[src/rtl/bus_arbiter.sv]
// -----------------------------------------------------------------------------
// bus_arbiter
//
// Shares one single-beat stb/ack memory port between two masters.
// m0 is the core's bus master. m1 is a secondary master such as debug or DMA.
// Requests are granted round-robin, and a grant is held until the slave acks.
// A watchdog aborts any transaction the slave leaves unacknowledged for
// TIMEOUT_CYCLES cycles. The aborted master sees a one-cycle err pulse.
//
// Parameters
//   TIMEOUT_CYCLES  cycles a grant may wait for ack before abort (>= 2)
//
// Ports
//   clk_i, rst_ni                      clock, asynchronous active-low reset
//   mN_stb_i/we_i/adr_i/data_i/sel_i   request side of master N (N = 0, 1)
//   mN_ack_o, mN_err_o                 completion / timeout abort to master N
//   mN_data_o                          slave read data (valid with ack)
//   s_stb_o/we_o/adr_o/data_o/sel_o    request side towards the slave
//   s_ack_i, s_data_i                  slave acknowledge and read data
//   busy_o                             a grant is active
//   owner_o                            granted master, or last granted in idle
// -----------------------------------------------------------------------------
module bus_arbiter #(
  parameter int TIMEOUT_CYCLES = 256
) (
  input  logic        clk_i,
  input  logic        rst_ni,
  input  logic        m0_stb_i,
  input  logic        m0_we_i,
  input  logic [31:0] m0_adr_i,
  input  logic [31:0] m0_data_i,
  input  logic [3:0]  m0_sel_i,
  output logic        m0_ack_o,
  output logic        m0_err_o,
  output logic [31:0] m0_data_o,
  input  logic        m1_stb_i,
  input  logic        m1_we_i,
  input  logic [31:0] m1_adr_i,
  input  logic [31:0] m1_data_i,
  input  logic [3:0]  m1_sel_i,
  output logic        m1_ack_o,
  output logic        m1_err_o,
  output logic [31:0] m1_data_o,
  output logic        s_stb_o,
  output logic        s_we_o,
  output logic [31:0] s_adr_o,
  output logic [31:0] s_data_o,
  output logic [3:0]  s_sel_o,
  input  logic        s_ack_i,
  input  logic [31:0] s_data_i,
  output logic        busy_o,
  output logic        owner_o
);

  localparam int CW = (TIMEOUT_CYCLES > 2) ? $clog2(TIMEOUT_CYCLES) : 1;
  localparam logic [CW-1:0] WAIT_LAST = CW'(TIMEOUT_CYCLES - 1);

  typedef enum logic [1:0] {IDLE, GRANT0, GRANT1} state_t;

  state_t        state_reg, state_next;
  logic          last_reg, last_next;
  logic [CW-1:0] wait_reg, wait_next;

  logic          granted;
  logic          grant_idx;
  logic          sel_stb;
  logic          done_ack;
  logic          timeout;
  logic [1:0]    ack_vec;
  logic [1:0]    err_vec;

  assign granted   = (state_reg != IDLE);
  assign grant_idx = (state_reg == GRANT1);
  assign sel_stb   = grant_idx ? m1_stb_i : m0_stb_i;

  // An ack is honoured only while the owner still requests. A withdrawn
  // request ends silently. Ack beats the watchdog on the final cycle.
  assign done_ack  = granted && sel_stb && s_ack_i;
  assign timeout   = granted && sel_stb && !s_ack_i && (wait_reg == WAIT_LAST);

  always_ff @(posedge clk_i or negedge rst_ni) begin
    if (!rst_ni) begin
      state_reg <= IDLE;
      last_reg  <= 1'b1;   // m0 wins the first tie
      wait_reg  <= '0;
    end else begin
      state_reg <= state_next;
      last_reg  <= last_next;
      wait_reg  <= wait_next;
    end
  end

  always_comb begin
    state_next = state_reg;
    last_next  = last_reg;
    unique case (state_reg)
      IDLE: begin
        if (m0_stb_i && m1_stb_i) begin
          state_next = last_reg ? GRANT0 : GRANT1;
        end else if (m0_stb_i) begin
          state_next = GRANT0;
        end else if (m1_stb_i) begin
          state_next = GRANT1;
        end
      end
      GRANT0, GRANT1: begin
        if (!sel_stb) begin
          // Protocol violation: drop the grant without touching fairness.
          state_next = IDLE;
        end else if (done_ack || timeout) begin
          state_next = IDLE;
          last_next  = grant_idx;
        end
      end
      default: state_next = IDLE;
    endcase
  end

  // A grant always returns to IDLE before any new grant. The counter therefore
  // restarts at zero on every grant entry. It stops at WAIT_LAST because the
  // grant ends there, so the counter never wraps.
  always_comb begin
    wait_next = '0;
    if (granted && (state_next != IDLE)) begin
      wait_next = wait_reg + CW'(1);
    end
  end

  always_comb begin
    s_stb_o   = 1'b0;
    s_we_o    = 1'b0;
    s_adr_o   = '0;
    s_data_o  = '0;
    s_sel_o   = '0;
    ack_vec   = '0;
    err_vec   = '0;
    m0_data_o = '0;
    m1_data_o = '0;
    if (granted) begin
      s_stb_o   = sel_stb && !timeout;
      s_we_o    = grant_idx ? m1_we_i   : m0_we_i;
      s_adr_o   = grant_idx ? m1_adr_i  : m0_adr_i;
      s_data_o  = grant_idx ? m1_data_i : m0_data_i;
      s_sel_o   = grant_idx ? m1_sel_i  : m0_sel_i;
      ack_vec[grant_idx] = done_ack;
      err_vec[grant_idx] = timeout;
      m0_data_o = s_data_i;
      m1_data_o = s_data_i;
    end
  end

  assign m0_ack_o = ack_vec[0];
  assign m1_ack_o = ack_vec[1];
  assign m0_err_o = err_vec[0];
  assign m1_err_o = err_vec[1];
  assign busy_o   = granted;
  assign owner_o  = granted ? grant_idx : last_reg;

endmodule

[config.mk]
export PLATFORM = sky130hd
export DESIGN_NAME = bus_arbiter
export DESIGN_NICKNAME = d
export VERILOG_FILES = /design/src/rtl/bus_arbiter.sv
export SDC_FILE = /design/constraint.sdc
export NUM_CORES = 1
export LEC_CHECK = 0
export ABC_CLOCK_PERIOD_IN_PS = 3800
export CORE_AREA = 2 2 122 124
export DETAILED_ROUTE_END_ITERATION = 8
export DIE_AREA = 0 0 124 126
export SLEW_MARGIN = 20
export SYNTH_ARGS = -nofsm -noshare
export SYNTH_HDL_FRONTEND = slang
export SYNTH_SLANG_ARGS = --single-unit
[constraint.sdc]
create_clock -name clk_i -period 3.8 [get_ports clk_i]
set_clock_uncertainty 0.2 [all_clocks]
set_input_delay 1.14 -clock clk_i [delete_from_list [all_inputs] [get_ports clk_i]]
set_output_delay 1.14 -clock clk_i [all_outputs]
set_load 0.05 [all_outputs]
==> flow_summary_export.csv, run 1 <==
group,metric,value,unit
cts,numCtsBuffers,3,
pwr,ir_drop,0.484,mV
placement,hpwl,10800,um
synth,avgSynthCellArea,7.47,sq um
cts,cts_tree,"built",
floorplan,dieArea,15600,sq um
setup_path,startpoint_type,"input pin",
grt,gr-total-overflow,0,
synth,ys_seq_elements,11,
setup_path,crit_arrival,2370,ps
cts,clockBufferDepth,2,
layout,fin_nets,755,
pwr,power_density,1010,nW/um^2
grt,first_global_vias,3342,
sta,rsz0062_at_grt,"false",
grt,grt_use_total,0.151,
synth,syn_inst,298,
setup_path,crit_path_max_incr_delay,470,ps
setup_path,worst-path-buf-inv,2,
synth,synth_edf_count,0,
setup_path,worstSetupPathType,"input pin to output pin",
setup_path,endpoint_kind,"output pin",
synth,ys_warn_count,0,
detailed_routing,post-route-drc-count,0,
setup_path,crit_chain,"clkdlybuf4s50_1, nor3b_4, nand3_4, nor3b_4, buf_12",
layout,syn_to_final_growth,212,%
layout,largest_register_ffs,8,
floorplan,die_w,124,um
sta,setup_viol,0,
cts,cts_hold_buffers,0,
cts,cts_setup_buffers,0,
sta,timing.final.ws_setup,90.0,ps
detailed_routing,vias,3209,
sta,hold_viol,0,
detailed_routing,ant_nets,0,
floorplan,core_area,14300,sq um
setup_path,cp_top_family,"buffers and inverters",
layout,layout_commonest_cell,"clkdlybuf4s50_1",
sta,fin_crit,3710,ps
grt,antenna_found_initial,1,
setup_path,cp_common_cell,"nor3b_4",
job,cap_violations,0,
synth,synth.net_count,477,
placement,io_buffers,314,
cts,clkTransAtPathRegs,40,ps
layout,drive_above_1_share,0.297,
synth,yosysUniqueCellTypes,34,
detailed_routing,avgRoutedWirePerCell,16.2,um
detailed_routing,drt-total-wl,12300,um
detailed_routing,drtIter0Drc,87,
detailed_routing,first_pass_iters,4,
setup_path,r2r_slack,1280,ps
sta,fmax,270,MHz
synth,yosys_most_used_dff,"dfrtp_1",
synth,synthesis.area,2220,sq um
grt,grt_pass1_wl,18400,um
min_path,hold_class,"flip-flop to flip-flop",
floorplan,start_util,0.155,
detailed_routing,vias_per_cell,4.22,
floorplan,rows,44,
cts,worstSkewPairLatency,240,ps
sta,fin_tns_setup,0,ps
placement,place_congestion,0.857,
pwr,p_leak,2.79,nW
floorplan,ios,315,
layout,final_cell_mix,"clkdlybuf4s50_1, buf_12, nor2_1, mux2i_1, nor2b_1",
synth,ys_seq_area_frac,0.124,
floorplan,die_h,126,um
setup_path,cp.required,2460,ps
cts,clock_sinks,11,
layout,filler_cell_count,1331,
outcome,status,"finished, final reports clean",
synth,synthArstFlopShare,1.00,
sta,finalCritPeriodShare,0.976,
setup_path,critPathSlowestCell,"clkdlybuf4s50_1",
placement,place_worst_setup_slack,-90.0,ps
grt,grt_max_degree,114,
cts,root_buffer,"clkbuf_16",
setup_path,crit_fanout,2,
sta,max-slew-margin-rel,0.652,
sta,drv_slew,0,
sta,worst_pin_slew,520,ps
cts,cts_htree_levels,1,
[routing by layer]
metal | global-route usage | share of wire
met5 | 0 | 0
met4 | 0.0238 | 0.011
met3 | 0.0466 | 0.12
met2 | 0.292 | 0.54
met1 | 0.159 | 0.33
[area by class of cell]
| cell class | count | area (sq um) | share of cell area |
|---|---|---|---|
| diodes | 1 | 2.50 | 0.000360 |
| clock buffers | 4 | 78.8 | 0.0114 |
| inverters | 4 | 15.0 | 0.00216 |
| multi-input cells | 230 | 1670 | 0.241 |
| flip-flops and latches | 11 | 277 | 0.0398 |
| well taps | 184 | 230 | 0.0332 |
| repair buffers | 326 | 4670 | 0.672 |
[repair_timing]
action	4_1_cts	5_1_grt
resized for setup	5	4
pin swaps	1	1
endpoints found under the setup margin	2	4
[synthesized netlist by cell type, drive strengths merged, types with 2 or more instances]
cell | number | share of area
a2111oi | 4 | 0.020
nand2 | 11 | 0.021
a21oi | 7 | 0.016
ha | 4 | 0.022
buf | 45 | 0.14
inv | 4 | 0.0067
dfrtp | 10 | 0.11
and3 | 2 | 0.0056
mux2 | 2 | 0.012
nor2 | 74 | 0.12
mux2i | 69 | 0.31
clkbuf | 8 | 0.013
nor3 | 2 | 0.0045
nor2b | 32 | 0.090
nor3b | 2 | 0.0067
xor2 | 2 | 0.0079
nand3 | 5 | 0.011
xnor2 | 4 | 0.016
[cells by family (layout without fill, tap and decap cells)]
kind of cell | count (synthesis) | after routing | share of synthesized area
AND/OR/NAND/NOR | 132 | 132 | 0.278
multiplexers | 71 | 71 | 0.322
buffers and inverters | 57 | 334 | 0.156
AO/OA/AOI/OAI | 17 | 17 | 0.0731
flip-flops | 11 | 11 | 0.124
XOR/XNOR | 6 | 6 | 0.0236
adder cells (fa/ha/maj) | 4 | 4 | 0.0225
other | 0 | 1 | 0
[power by group]
part	leakage (nW)	total, W	internal (W)	switching, W
Clock	0.0382	0.000193	0.000141	0.0000522
Sequential	0.148	0.000164	0.000142	0.0000224
Combinational	2.61	0.00668	0.00296	0.00373
Total	2.79	0.00704	0.00324	0.00380
[stage by stage]
step	hold slack, ps	utilization	cell area, sq um	total power [W]	std cells
after floorplan	261	-	2230	0.00366	298
after global placement	284	0.476	6820	0.00685	755
after detailed placement	306	0.476	6820	0.00689	755
after CTS	315	0.484	6930	0.00711	759
after global routing	336	0.485	6940	0.00733	760
final	307	0.485	6940	0.00704	760
[worst paths after layout]
check,from,to,depth (start not counted)
min in group asynchronous,rst_ni,state_reg[1],1
max reg2reg,state_reg[0],wait_reg[6],7
min,wait_reg[0],wait_reg[0],1
max in group asynchronous,rst_ni,last_reg,1
max,s_ack_i,m1_err_o,5
min reg2reg,wait_reg[0],wait_reg[0],1
Power figures use the tool's default switching activity.
==> inputs of run 2 (changes only) <==
Settings changed: HOLD_SLACK_MARGIN from default to 0.02.
==> results of run 2 <==
Same layout as run 1: the final DEF is identical, and so are final timing and power.
